File: config.mk
export PLATFORM = sky130hd
export DESIGN_NAME = zbus_arbiter
export DESIGN_NICKNAME = d
export VERILOG_FILES = /design/src/rtl/zbus_arbiter.sv
export SDC_FILE = /design/constraint.sdc
export NUM_CORES = 1
export LEC_CHECK = 0
export ABC_CLOCK_PERIOD_IN_PS = 3700
export BUFFER_PORTS_ARGS = -buffer_cell sky130_fd_sc_hd__buf_2
export CAP_MARGIN = 20
export CORE_AREA = 2 2 39 41
export DETAILED_ROUTE_END_ITERATION = 7
export DIE_AREA = 0 0 41 43
export HOLD_SLACK_MARGIN = 0.06
export PLACE_DENSITY = 0.67
export SLEW_MARGIN = 30
export SYNTH_ARGS = -nofsm -noshare
export SYNTH_HDL_FRONTEND = slang
export SYNTH_SLANG_ARGS = --single-unit
File: constraint.sdc
create_clock -name z_clk -period 3.7 [get_ports z_clk]
set_input_delay 0.185 -clock z_clk [delete_from_list [all_inputs] [get_ports z_clk]]
set_output_delay 0.185 -clock z_clk [all_outputs]
set_load 0.05 [all_outputs]
File: src/rtl/zbus_arbiter.sv
// Round-robin arbiter: N zbus initiators share one zbus target, grant held until vld&ack.
// Optional ZBUS_ARB_LOCK_EN adds s_lck so an initiator can keep the grant across transfers.
module zbus_arbiter #(
  parameter int   N  = 2,
  parameter int   BW = 8,
  parameter logic XZ = 1'bx
) (
  input  logic            z_clk,
  input  logic            z_rst_n,
  input  logic [N-1:0]    s_vld,
  input  logic [N*BW-1:0] s_bus,
  output logic [N-1:0]    s_ack,
  output logic            m_vld,
  output logic [BW-1:0]   m_bus,
  input  logic            m_ack,
`ifdef ZBUS_ARB_LOCK_EN
  input  logic [N-1:0]    s_lck,
`endif
  output logic [N-1:0]    gnt
);

  localparam int PW = (N > 1) ? $clog2(N) : 1;
  localparam logic [PW-1:0] LAST = PW'(N - 1);
  localparam logic [PW-1:0] ONE  = PW'(1);

  typedef enum logic {IDLE, BUSY} state_t;

  state_t        state;
  logic [PW-1:0] g_idx;
  logic [PW-1:0] ptr;
  logic [PW-1:0] nxt_g;
  logic [PW-1:0] idle_pick;
  logic [PW-1:0] busy_pick;
  logic [N-1:0]  busy_req;
  logic          xfer_done;
  logic          lock_hold;

  function automatic logic [PW-1:0] next_idx(input logic [PW-1:0] i);
    return (i == LAST) ? '0 : i + ONE;
  endfunction

  // First set bit of req, scanning upward from start with wrap-around.
  function automatic logic [PW-1:0] rr_pick(input logic [N-1:0] req, input logic [PW-1:0] start);
    logic [PW-1:0] idx;
    logic [PW-1:0] pick;
    logic          found;
    idx   = start;
    pick  = start;
    found = 1'b0;
    for (int k = 0; k < N; k++) begin
      if (!found && req[idx]) begin
        pick  = idx;
        found = 1'b1;
      end
      idx = next_idx(idx);
    end
    return pick;
  endfunction

  function automatic logic [N-1:0] onehot(input logic [PW-1:0] i);
    logic [N-1:0] v;
    v    = '0;
    v[i] = 1'b1;
    return v;
  endfunction

  assign nxt_g     = next_idx(g_idx);
  assign idle_pick = rr_pick(s_vld, ptr);
  assign busy_req  = s_vld & ~gnt;
  assign busy_pick = rr_pick(busy_req, nxt_g);
  assign xfer_done = (state == BUSY) && m_vld && m_ack;

`ifdef ZBUS_ARB_LOCK_EN
  assign lock_hold = s_lck[g_idx];
`else
  assign lock_hold = 1'b0;
`endif

  // Grant state: arbitration on request in IDLE, hand-over without idle cycle on completion.
  always_ff @(posedge z_clk or negedge z_rst_n) begin
    if (!z_rst_n) begin
      state <= IDLE;
      gnt   <= '0;
      ptr   <= '0;
      g_idx <= '0;
    end else begin
      case (state)
        IDLE: begin
          if (|s_vld) begin
            state <= BUSY;
            g_idx <= idle_pick;
            gnt   <= onehot(idle_pick);
          end
        end
        BUSY: begin
          if (xfer_done && !lock_hold) begin
            ptr <= nxt_g;
            if (|busy_req) begin
              g_idx <= busy_pick;
              gnt   <= onehot(busy_pick);
            end else begin
              state <= IDLE;
              gnt   <= '0;
            end
          end
        end
        default: state <= IDLE;
      endcase
    end
  end

  // Datapath mux toward the target and ack steering back to the granted initiator.
  always_comb begin
    m_vld = 1'b0;
    m_bus = {BW{XZ}};
    s_ack = '0;
    if (state == BUSY) begin
      for (int i = 0; i < N; i++) begin
        if (g_idx == PW'(i)) begin
          m_vld    = s_vld[i];
          m_bus    = s_bus[i*BW +: BW];
          s_ack[i] = m_ack;
        end
      end
    end
  end

endmodule

==> results.md <==
Worst setup path:
- The type of origin of the critical path is a register.
- The highest net fanout along the worst path is 17.
- The start-to-end type of the worst setup path is register to output port.
- The slowest stage of the critical path belongs to the cell sky130_fd_sc_hd__dfrtp_1.
- The number of buffers and inverters on the critical path is 1.
- Traced cell by cell, the critical path runs through mux2_2, buf_2.
- The maximum cell stage delay along the critical path is just under 700 ps.
- The data arrival time of the critical path is roughly 1500 ps.
- The worst setup path is captured at an output port.
- The kind of cell with the highest combined delay along the critical path is flip-flops.
- The data required time of the critical path is ~3500 ps.

Run:
- The number of max-cap violations is 0.

Finish:
- Summing all non-filler instances in the final layout gives an area of 629.4 um2.
- After the last flow step, the layout net total stands at roughly 110.
- The fraction of layout cells with a size suffix above 1 is around 53%.
- In the layout the commonest cells are sky130_fd_sc_hd__buf_2, sky130_fd_sc_hd__mux2_2, sky130_fd_sc_hd__nand2_1.
- The repair_antennas step left the layout with diodes totalling 0.
- Leaving out fill and tap cells, the most frequent cell in the layout is sky130_fd_sc_hd__buf_2.
- The signed area change from the synthesized netlist to the final layout is 48.38%.

Power:
- The design draws about 530 uW.
- The power density over the cells is 841.0 mW/mm2.
- IR analysis of the VDD net gives a maximum drop of about 0.36 mV.
- The static leakage is 0.0003246 uW.

Min path:
- The kind of path behind the tightest hold check is input pin to register.

Timing:
- The upper clock frequency limit is a little under 0.6 GHz.
- The tightest hold path in the finished design has a slack of between 200 and 300 ps.
- Dividing the final minimum period by the clock period gives a little under half.
- The worst pin sits at a relative slew slack of between 60% and 70%.
- The number of hold-slack violations in the final timing report is 0.
- The number of failing setup endpoints in the final timing report is 0.
- The number of pins exceeding their max-slew limit in the final report is 0.
- The final critical delay including setup and external delays is about 1700 ps.
- The worst clock skew is 8.684 ps.
- Setup slack on the critical path of the routed design comes to 1986 ps.
- Setup repair after global routing left no endpoint under its margin.
- The slew at the pin closest to its max-slew limit is roughly 540 ps.
- In the final timing run, aggregate negative setup slack is 0 ps.

Detailed routing:
- The detail route stage leaves a number of antenna-violating nets equal to 0.
- The number of violations reported at the end of detailed-routing iteration 0 is 13.
- In the final routed layout, each cell accounts on average for 11.57 um.
- The first-pass iteration count of the detailed router is 4.
- The vias after detailed routing is a little under 500.
- The post-detailed-route via-to-cell ratio is 4.901.
- In the routed design, unresolved DRC markers number 0.
- Wires add up to approximately 1200 um.

Synthesis:
- The warning count from the yosys run is 0.
- Of the total synthesized cell area, the portion taken by XOR and XNOR cells is 0%.
- Multiplexer cells account for between 20% and 30% of the synthesized area.
- The synthesized netlist devotes between 10% and 20% of its cell area to compound gates.
- The simple logic cell fraction of the synthesized area is roughly a fifth.
- The unique cell type count in the Yosys netlist is 22.
- Synthesis inferred 5 register bits.
- When the netlist entered floorplanning its net count stood at 70.
- The synthesized netlist devotes 0% of its cell area to adder and majority cells.
- After synthesis, the largest family of logic cells by area is multiplexers.
- Dividing the synthesized area by the synthesized cell count gives just under 9 um2.
- The number of standard cells after synthesis is between 40 and 50.
- The share of the Yosys chip area taken by registers is between 20 and 30%.
- After synthesis the cells add up to about 420 um2.

Clock network:
- The number of sinks driven by the clock tree is 5.
- The clock passes through at most 2 buffers.
- Buffers added to address setup during post-CTS repair amount to 0.
- The clock reaches the later pin of the worst-skew pair after about 250 ps.
- TritonCTS built the clock tree.
- After clock tree synthesis, the clock-pin slew on the worst setup and hold paths is ~50 ps.
- Gates resized during post-CTS repair numbered 0.
- The root buffer cell chosen for the clock tree is sky130_fd_sc_hd__clkbuf_4.
- The number of hold buffers added after CTS was 1.
- In this run the number of H-tree levels came out at 1.
- The CTS buffer count is 3.

Floorplan:
- The area inside the core boundary is ~0.0014 mm2.
- The vertical die dimension is around 43 um.
- In this run the horizontal extent of the chip is approximately 41 um.
- For this configuration, the core starts out at a cell density of between 30 and 40%.
- The I/O pin count is 34.
- The number of standard-cell rows in the floorplan is 14.
- The total die area is 0.001763 mm2.

Placed design:
- Routability-driven placement finished with a final weighted congestion of roughly 0.75.
- The cell area after placement is 593.1 um2.
- The post-place setup slack is approximately 2100 ps.
- The HPWL after detailed placement is between 800 and 900 um.
- In this run the tool buffered the top-level ports with 33 buffer cells.

GRT:
- The first global-routing pass estimated between 1500 and 2000 um of wire.
- The maximum number of pins on one net before global-route repair is 18.
- The total overflow left after global routing is 0.
- The via count of the first global-routing pass is about 410.
- The initial antenna violation count was 0.
- Global routing used approximately 14% of the available tracks across all layers.

Outcome:
- The flow ran to the end, and the final reports show no timing, DRC or antenna violations.
through the flow:
step	cells	util, %
after detailed placement	96	42.86
after global placement	96	42.86
final	101	45.48
after global routing	101	45.48
after floorplan	49	-
after CTS	101	45.48
state kept, by name (all words and copies together), names as in the netlist:
| signal | flops |
|---|---|
| g_idx | 1 |
| state | 1 |
| gnt | 2 |
| ptr | 1 |
final cells by class:
class,count,area [um2]
Inverter,1,3.754
Clock buffer,4,26.28
Sequential cell,5,125.1
Multi-Input combinational cell,41,279.0
Tap cell,16,20.02
Fill cell,141,754.5
Timing Repair Buffer,34,175.2
routing by layer:
layer | vias to the layer above | wire length (um) | global-route usage, %
li1 | 248 | - | -
met1 | 219 | 482 | 14.98
met2 | 26 | 591 | 23.44
met3 | 2 | 81 | 2.094
met4 | 0 | 14 | 8.000
met5 | - | 0 | 0
cell usage after synthesis:
master	number	area share, %
sky130_fd_sc_hd__a21oi_1	4	4.7
sky130_fd_sc_hd__a221o_1	1	2.4
sky130_fd_sc_hd__a22o_1	2	4.1
sky130_fd_sc_hd__a22oi_1	1	1.8
sky130_fd_sc_hd__and2_1	2	2.9
sky130_fd_sc_hd__and3_1	1	1.5
sky130_fd_sc_hd__buf_2	1	1.2
sky130_fd_sc_hd__buf_6	1	2.7
sky130_fd_sc_hd__dfrtp_1	5	29
sky130_fd_sc_hd__inv_1	1	0.88
sky130_fd_sc_hd__mux2_1	1	2.7
sky130_fd_sc_hd__mux2_2	8	21
sky130_fd_sc_hd__mux2i_1	1	2.4
sky130_fd_sc_hd__nand2_1	6	5.3
sky130_fd_sc_hd__nand2b_1	1	1.5
sky130_fd_sc_hd__nand3_1	1	1.2
sky130_fd_sc_hd__nor2_1	5	4.4
sky130_fd_sc_hd__nor2_2	1	1.5
sky130_fd_sc_hd__nor2b_1	2	2.9
sky130_fd_sc_hd__o21ai_0	1	1.2
sky130_fd_sc_hd__o21ai_1	2	2.4
sky130_fd_sc_hd__o31ai_1	1	1.8
logic make-up (layout without fill, tap and decap cells):
logic type / Yosys count / count (layout)
simple gates: 19 / 19
compound gates: 12 / 12
buf+inv: 3 / 39
flops: 5 / 5
mux: 10 / 10
worst reg2reg max path: stages (launching register included):
cell	delay, ps
sky130_fd_sc_hd__dfrtp_1	680
sky130_fd_sc_hd__and2_1	210
sky130_fd_sc_hd__o21ai_1	80
sky130_fd_sc_hd__a21oi_1	190
sky130_fd_sc_hd__mux2_1	340
worst paths after layout:
path                                        start                  to  slack (ps)  cells after the start
worst max-delay path            g_idx$_DFFE_PN0P_            m_bus[6]        1990                      2
worst min-delay path                     s_vld[0]     state$_DFF_PN0_         280                      2
worst max register to register  g_idx$_DFFE_PN0P_   g_idx$_DFFE_PN0P_        2070                      4
worst min register to register    ptr$_DFFE_PN0P_     ptr$_DFFE_PN0P_         600                      2
max in group asynchronous                 z_rst_n  gnt[1]$_DFFE_PN0P_        3220                      2
min in group asynchronous                 z_rst_n     state$_DFF_PN0_         330                      2
where the power goes:
part           internal, uW  total, uW  leakage (uW)  switching, uW
clock network          40.8       63.9     0.0000150           23.1
registers              75.3        120     0.0000575           45.1
logic                   114        345      0.000252            231
total                   230        529      0.000325            299
No activity file was read; power rests on OpenSTA's default activity.
